$ cat src/rtl/cdb_arbiter_pkg.sv
// Shared CDB lane format, arbiter sizing and functional-unit port map.
// Latency: n/a (types and constants only).
// Backpressure: n/a.
package cdb_arbiter_pkg;

  localparam int N        = 4;
  localparam int NUM_REQ  = 16;
  localparam int PRF_BITS = 6;
  localparam int XLEN     = 32;

  localparam int PTR_BITS  = $clog2(NUM_REQ);
  localparam int CNT_BITS  = $clog2(N + 1);
  localparam int LANE_BITS = $clog2(N);

  // Requesting port layout: four of each functional-unit kind.
  localparam int ADDER_BASE  = 0;
  localparam int MULT_BASE   = 4;
  localparam int BRANCH_BASE = 8;
  localparam int MEM_BASE    = 12;

  // One CDB lane; valid sits in the MSB of the packed lane.
  typedef struct packed {
    logic                valid;
    logic [PRF_BITS-1:0] dest_prf;
    logic [XLEN-1:0]     value;
  } cdb_t;

  localparam int CDB_W = $bits(cdb_t);

  // Advance a port index by one, wrapping at NUM_REQ.
  function automatic logic [PTR_BITS-1:0] wrap_inc(input logic [PTR_BITS-1:0] idx);
    logic [PTR_BITS-1:0] r;
    if (idx == PTR_BITS'(NUM_REQ - 1)) r = '0;
    else                               r = idx + 1'b1;
    return r;
  endfunction

endpackage

$ cat src/rtl/cdb_arbiter_rr_multi_select.sv
// Picks up to N requests in rotated priority order starting at ptr.
// Latency: purely combinational.
// Backpressure: ungranted requests simply see grant=0 and must hold.
module rr_multi_select
  import cdb_arbiter_pkg::*;
(
  input  logic [NUM_REQ-1:0]              req,
  input  logic [PTR_BITS-1:0]             ptr,
  output logic [NUM_REQ-1:0]              grant,
  output logic [N-1:0]                    lane_vld,
  output logic [N-1:0][PTR_BITS-1:0]      lane_idx,
  output logic [CNT_BITS-1:0]             count,
  output logic [PTR_BITS-1:0]             last_idx
);

  localparam logic [PTR_BITS:0]   NUM_REQ_W = (PTR_BITS + 1)'(NUM_REQ);
  localparam logic [CNT_BITS-1:0] N_CNT     = CNT_BITS'(N);

  // Scan position, one bit wider so the wrap can be detected.
  logic [PTR_BITS:0] pos;

  // Walk ports from ptr onward, handing the k-th hit to lane k until lanes run out.
  always_comb begin
    grant    = '0;
    lane_vld = '0;
    lane_idx = '0;
    count    = '0;
    last_idx = '0;
    pos      = '0;
    for (int s = 0; s < NUM_REQ; s++) begin
      pos = {1'b0, ptr} + (PTR_BITS + 1)'(s);
      if (pos >= NUM_REQ_W) pos = pos - NUM_REQ_W;
      if (req[pos[PTR_BITS-1:0]] && (count < N_CNT)) begin
        grant[pos[PTR_BITS-1:0]]           = 1'b1;
        lane_vld[count[LANE_BITS-1:0]]     = 1'b1;
        lane_idx[count[LANE_BITS-1:0]]     = pos[PTR_BITS-1:0];
        last_idx                           = pos[PTR_BITS-1:0];
        count                              = count + 1'b1;
      end
    end
  end

endmodule

$ cat src/rtl/cdb_arbiter.sv
// Grants up to N functional-unit results per cycle onto the CDB, round-robin.
// Latency: grant is combinational; granted result is on cdb_output one cycle later.
// Backpressure: ungranted ports keep req_valid high and hold tag/value until granted.
module cdb_arbiter
  import cdb_arbiter_pkg::*;
(
  input  logic                        clock,
  input  logic                        reset,
  input  logic                        nuke,
  input  logic [NUM_REQ-1:0]          req_valid,
  input  logic [NUM_REQ*PRF_BITS-1:0] req_dest_prf,
  input  logic [NUM_REQ*XLEN-1:0]     req_value,
  output logic [NUM_REQ-1:0]          req_grant,
  output logic [N*CDB_W-1:0]          cdb_output,
  output logic [CNT_BITS-1:0]         num_granted
);

  logic                         flush;
  logic [NUM_REQ-1:0]           req_eff;
  logic [PTR_BITS-1:0]          rr_ptr;
  logic [N-1:0]                 lane_vld;
  logic [N-1:0][PTR_BITS-1:0]   lane_idx;
  logic [CNT_BITS-1:0]          sel_count;
  logic [PTR_BITS-1:0]          last_idx;
  cdb_t [N-1:0]                 cdb_nxt;
  cdb_t [N-1:0]                 cdb_q;

  // Reset and nuke both suppress every grant, so requests are masked before selection.
  assign flush   = reset | nuke;
  assign req_eff = flush ? '0 : req_valid;

  rr_multi_select u_sel (
    .req      (req_eff),
    .ptr      (rr_ptr),
    .grant    (req_grant),
    .lane_vld (lane_vld),
    .lane_idx (lane_idx),
    .count    (sel_count),
    .last_idx (last_idx)
  );

  assign num_granted = sel_count;
  assign cdb_output  = cdb_q;

  // Route each selected port's tag and value into its lane; empty lanes stay all-zero.
  always_comb begin
    cdb_nxt = '0;
    for (int k = 0; k < N; k++) begin
      if (lane_vld[k]) begin
        cdb_nxt[k].valid    = 1'b1;
        cdb_nxt[k].dest_prf = req_dest_prf[lane_idx[k]*PRF_BITS +: PRF_BITS];
        cdb_nxt[k].value    = req_value[lane_idx[k]*XLEN +: XLEN];
      end
    end
  end

  // Register the lanes and move the pointer one past the last winner.
  always_ff @(posedge clock) begin
    if (flush) begin
      cdb_q  <= '0;
      rr_ptr <= '0;
    end else begin
      cdb_q <= cdb_nxt;
      if (sel_count != '0) rr_ptr <= wrap_inc(last_idx);
    end
  end

endmodule

$ cat config.mk
export PLATFORM = sky130hd
export DESIGN_NAME = cdb_arbiter
export DESIGN_NICKNAME = d
export VERILOG_FILES = /design/src/rtl/cdb_arbiter_pkg.sv /design/src/rtl/cdb_arbiter_rr_multi_select.sv /design/src/rtl/cdb_arbiter.sv
export SDC_FILE = /design/constraint.sdc
export NUM_CORES = 2
export LEC_CHECK = 0
export CELL_PAD_IN_SITES_DETAIL_PLACEMENT = 0
export CELL_PAD_IN_SITES_GLOBAL_PLACEMENT = 1
export CORE_AREA = 2 2 312 314
export CTS_BUF_LIST = sky130_fd_sc_hd__clkbuf_8
export CTS_CLUSTER_SIZE = 16
export DETAILED_ROUTE_END_ITERATION = 8
export DIE_AREA = 0 0 314 316
export PLACE_DENSITY_LB_ADDON = 0.1
export SLEW_MARGIN = 10
export SYNTH_ARGS = -nofsm -noshare
export SYNTH_HDL_FRONTEND = slang
export SYNTH_SLANG_ARGS = --single-unit
$ cat constraint.sdc
create_clock -name clock -period 39.4 [get_ports clock]
set_input_delay 3.94 -clock clock [delete_from_list [all_inputs] [get_ports clock]]
set_output_delay 3.94 -clock clock [all_outputs]
set_load 0.02 [all_outputs]
Yosys cells after proc, flatten, opt, wreduce, memory -nomap -nowiden
Index checks and enable logic that the tools add are counted.
{ "op_classes": {"n_addsub": 47, "multipliers": 4, "magnitude_cmp": 93, "n_eq_ne": 1, "n_shift": 8, "n_mux": 240, "bitwise": 35, "n_reduce_logical": 51} }
{ "op_table": {"columns": ["cell", "count"], "rows": [
  ["$shiftx 512x10->32", 4],
  ["$mux 16", 32],
  ["$shiftx 96x8->6", 4],
  ["$mux 4", 63],
  ["$bwmux 16", 15],
  ["$or 16x16->16", 15],
  ["$mux 39", 4],
  ["$demux 4 s2", 15],
  ["$lt 4x5->1 const B", 16],
  ["$ge 5x5->1 const B", 15],
  ["$bmux 1 s4", 16],
  ["$demux 1 s4", 16],
  ["$ge 4x1->1 const B", 16],
  ["$sub 4x1->4 const B", 16],
  ["$or 4x4->4", 14],
  ["$mux 1", 49],
  ["$logic_and 1x1->1", 46],
  ["$mux 3", 15],
  ["$add 3x1->3 const B", 14],
  ["$lt 2x3->1 const B", 14],
  ["$lt 3x3->1 const B", 14],
  ["$add 4x4->5 const B", 8],
  ["$demux 1 s2", 15],
  ["$ge 2x1->1 const B", 14],
  ["15 further kinds", 29]
]} }
{ "word_totals": {"regBits": 160, "wordCells": 492} }

Depth between registers and ports, before layout
{ "depth": {"ltp_word": 56, "ltp_mapped": 75, "depth_no_buf": 59} }

Modules after synthesis
Synthesis repeated with hierarchy kept, for this count alone.
{ "unflattened": {"hier_cells": 2540, "area_unflattened_um2": 29125.4} }
{ "modules_own_cells": {"columns": ["mod", "instances", "cells_per_inst", "area_per_inst_um2", "seq_area_each_um2"], "rows": [
  ["cdb_arbiter", 1, 1352, 21296.7, 3203.1],
  ["rr_multi_select", 1, 1188, 7828.8, 0.0]
]} }

Least setup slack after synthesis
Ideal clock, no wire load.
{ "synth_timing": {"path_kind": "in2out", "startpoint": "in nuke", "endpoint": "out req_grant[1]", "arrival_ns": 17.582, "required_ns": 35.460, "path_slack_ns": 17.878, "cell_stages": 58, "cell_sequence": "or2_2 a21oi_1 a221oi_1 nor2_1 clkbuf_1 clkbuf_1 ha_1 inv_1 a21oi_1 clkbuf_1 nor2_1 ha_1 inv_1 ha_1 nand3_1 o211a_1 a211oi_1 nor2_1 [22 not listed] nor2_1 a21oi_1 o32ai_1 o31ai_4 ha_1 inv_1 nor2_1 nor4b_2 clkbuf_1 mux2_2 ha_1 a221oi_1 nor4b_2 clkbuf_1 nand2_1 a21oi_1 a31oi_1 o21ai_0"} }
{ "synth_via": {"elab_chain_len": 50} }
{ "synth_rtl": {"columns": ["element", "line", "rtl"], "rows": [
  ["start: declaration", "cdb_arbiter.sv:9", "input logic nuke,"],
  ["$or 1x1->1 *", "cdb_arbiter.sv:29", "assign flush = reset | nuke;"],
  ["$mux 16 *", "cdb_arbiter.sv:30", "assign req_eff = flush ? '0 : req_valid;"],
  ["$bmux 1 s4", "cdb_arbiter_rr_multi_select.sv:33", "if (req[pos[PTR_BITS-1:0]] && (count < N_CNT)) begin"],
  ["$mux 1 (implied by the code)", "cdb_arbiter_rr_multi_select.sv:33", null],
  ["$mux 1", "cdb_arbiter_rr_multi_select.sv:33", null],
  ["$lt 1x3->1", "cdb_arbiter_rr_multi_select.sv:33", null],
  ["$logic_and 1x1->1", "cdb_arbiter_rr_multi_select.sv:33", null],
  ["$mux 3", "cdb_arbiter_rr_multi_select.sv:33", null],
  ["[34 not listed]", null, null],
  ["$logic_and 1x1->1", "cdb_arbiter_rr_multi_select.sv:33", null],
  ["$mux 3", "cdb_arbiter_rr_multi_select.sv:33", null],
  ["$lt 3x3->1", "cdb_arbiter_rr_multi_select.sv:33", null],
  ["$logic_and 1x1->1", "cdb_arbiter_rr_multi_select.sv:33", null],
  ["$mux 3", "cdb_arbiter_rr_multi_select.sv:33", null],
  ["$lt 3x3->1", "cdb_arbiter_rr_multi_select.sv:33", null],
  ["$logic_and 1x1->1", "cdb_arbiter_rr_multi_select.sv:33", null],
  ["$mux 16 *", "cdb_arbiter_rr_multi_select.sv:33", null],
  ["end: declaration", "cdb_arbiter.sv:13", "output logic [NUM_REQ-1:0] req_grant,"]
]} }
Every way passes the cells marked *; elsewhere a longest branch is shown, timed or not. The select of a mux whose other input is x is not followed.

Worst setup path in the final report
{ "layout_timing": {"startpoint": "in nuke", "endpoint": "out req_grant[14]"} }
Same word-level chain as after synthesis.

==> impl_metrics.tcl <==
set metrics [dict create \
    core_mm2 0.0960 \
    gr-usage-met3 0.113 \
    syn_area_mm2 0.0326 \
    slew-limit-headroom 0.0194 \
    postPlaceCellArea_mm2 0.0414 \
    syn_inst 4033 \
    rrSetupSlack_ps 18710 \
    hold_violations 0 \
    firstDrtPassIters 7 \
    synth-seq-cells 160 \
    worst_slew_pin_slew_ps 1470 \
    timing.final.crit_share 0.610 \
    outcome "complete, no violations" \
    synth_seq_area_share 0.0982 \
    cts_setup_buffers 0 \
    clockRootBuffer "clkbuf_8" \
    ys.warnings.count 0 \
    post_cts_resized 0 \
    remaining_drc_errors 0 \
    clk_pin_slew_worst_paths_ps 130 \
    clk_latency_ps 630 \
    tritoncts "done" \
    crit_required_ps 35460 \
    drt_iter0_drc 4661 \
    die_h_um 316 \
    htree_levels 4 \
    cp_common_cell "ha_1" \
    clock_path_buffers 2 \
    cts_buffers 17 \
    setup_viol 0 \
    ys.flop_type "dfxtp_1" \
    clkSinkCount 160 \
    fin_crit_ps 24040 \
    placementRows 114 \
    drv_slew 0 \
    critPathLaunch "nuke" \
    r2r_end "cdb_output[120]" \
    rr_worst_depth 63 \
    critPathSlowestCell "nor3_1" \
    grt_pass1_wl_um 281000 \
    wl_per_cell_um 34.1 \
    hpwlAfterDp_um 142000 \
    hold_path_class "register to register" \
    crit_path_start_kind "input pin" \
    synth_nets 4727 \
    vias 39515 \
    drt_wl_total_um 201000 \
    rsz0062_at_grt "false" \
    portBuffers 801 \
    gr-usage-met2 0.606 \
    skew_ps 29.8 \
    die_w_um 314 \
    cp-end-kind "primary output" \
    num_io_pins 802 \
    via_per_inst 6.69 \
    yosys-top-cells-count "nand2_1 (622), mux2i_1 (476), a21oi_1 (248)" \
    grt-busiest-layer "met2" \
    cp_slowest_stage_delay_ps 850 \
    worst_ep_arrival_time_ps 20100 \
    synth.avg_cell_area_um2 8.09 \
    fin_area_mm2 0.0420 \
    use_met1 0.477 \
    start_util 0.340 \
    grt_max_degree 177 \
    die_area_mm2 0.0992 \
    grt_pass1_vias 36909 \
    critPathMaxFanout 35 \
    final_nets 5231 \
    synthArstFlopShare 0 \
    timing.critical_path.to "req_grant[14]" \
    ys_top_cells_by_area "mux4_2 (17%), mux2i_1 (15%), dfxtp_1 (9.8%)" \
    hold_buffers 0 \
    yosysTopAreaCellShare 0.166 \
    gp_congestion 0.944 \
    synth-edff-count 0 \
    reg2reg_from "rr_ptr[0]" \
    grt_usage 0.388 \
    worstSetupPathType "input pin to primary output" \
    final_layout_size_suffix_gt1_frac 0.137 \
    placed_cells 5794 \
    ant_nets 0 \
    tns_ps 0 \
    overflow 0 \
    syn_to_final_growth_pct 28.6 \
    synth_cell_types 100 \
    yosys.cell_count.top_type "nand2_1" \
    timing.hold.ws_ps 947 \
    drv_cap 0 \
    synth.largest_area_cell "mux4_2" \
    fmax_mhz 41.6 \
    fin_cells 5903 \
    antenna_found_initial 99 \
]
per-layer routing:
layer / routed length (µm) / part of all wire
met5: 274 / 0.0014
met4: 11100 / 0.055
met3: 20100 / 0.10
met2: 92100 / 0.46
met1: 77400 / 0.39
registers in the layout, indices dropped and copies added (netlist names):
signal	flops
cdb_output	156
rr_ptr	4
metrics by stage:
step / setup slack, ps / utilization
detailed placement: 15730 / 0.431
floorplan: 17880 / -
global route: 14290 / 0.437
global placement: 16360 / 0.431
finish: 15360 / 0.437
CTS: 15620 / 0.435
cells by family (layout without fill, tap and decap cells):
family | Yosys count | count (layout) | share of synthesized area
adder cells (fa/ha/maj) | 67 | 67 | 0.0257
buffers and inverters | 461 | 977 | 0.0642
other | 0 | 78 | 0
multiplexers | 896 | 896 | 0.374
XOR/XNOR | 32 | 32 | 0.0103
AO/OA/AOI/OAI | 1164 | 1164 | 0.253
AND/OR/NAND/NOR | 1253 | 1253 | 0.174
flip-flops | 160 | 160 | 0.0982
final cells by class:
class / instances / area (µm²)
well taps: 1276 / 1600
fillers: 9661 / 54000
clock inverters: 11 / 139
inverters: 51 / 194
diodes: 78 / 195
multi-input cells: 3412 / 27600
repair buffers: 895 / 8790
flip-flops and latches: 160 / 3210
clock buffers: 20 / 275
cells in the final DEF, fill, tap and decap left out, types with 11 or more instances in the layout:
master,count
mux4_2,240
a32o_1,11
o21a_1,13
nand4_1,36
a22o_1,56
and2_1,24
nor2_1,171
ha_1,66
xnor2_1,18
diode_2,78
o211ai_1,86
o21ai_0,87
or4_1,42
a221oi_1,23
and3_1,21
a211o_1,32
buf_4,89
o221ai_1,13
a21o_1,12
or3_1,15
nand2_1,616
a22oi_1,139
inv_1,50
a211oi_1,92
mux2i_1,476
clkbuf_8,20
nor3_1,41
clkdlybuf4s50_1,801
a31oi_1,60
nor2b_1,21
a32oi_1,85
a221o_1,14
a21oi_1,248
dfxtp_1,158
nand3_1,190
o22ai_1,69
o2111ai_1,20
mux2_2,178
worst min-delay path by stage:
| stage | from | endpoint | slack [ps] | depth (start not counted) |
|---|---|---|---|---|
| floorplan | rr_ptr[3] | rr_ptr[3] | 1210 | 5 |
| global placement | rr_ptr[3] | rr_ptr[3] | 960 | 3 |
| detailed placement | rr_ptr[3] | rr_ptr[3] | 930 | 3 |
| CTS | rr_ptr[3] | rr_ptr[3] | 950 | 3 |
| global route | rr_ptr[3] | rr_ptr[3] | 970 | 3 |
| finish | rr_ptr[3] | rr_ptr[3] | 950 | 3 |
worst max-delay path, delay by kind of cell:
family,cells,cell delay [ps]
AOI/OAI and AO/OA,16,4510
xor gates and xnor gates,1,510
adders and majority gates,9,2700
buffers and inverters,12,2970
muxes,2,1020
and+or+nand+nor,17,4380
Power is not shown: default switching activity piles up to over one toggle a cycle in this logic, so the estimate is an artifact.
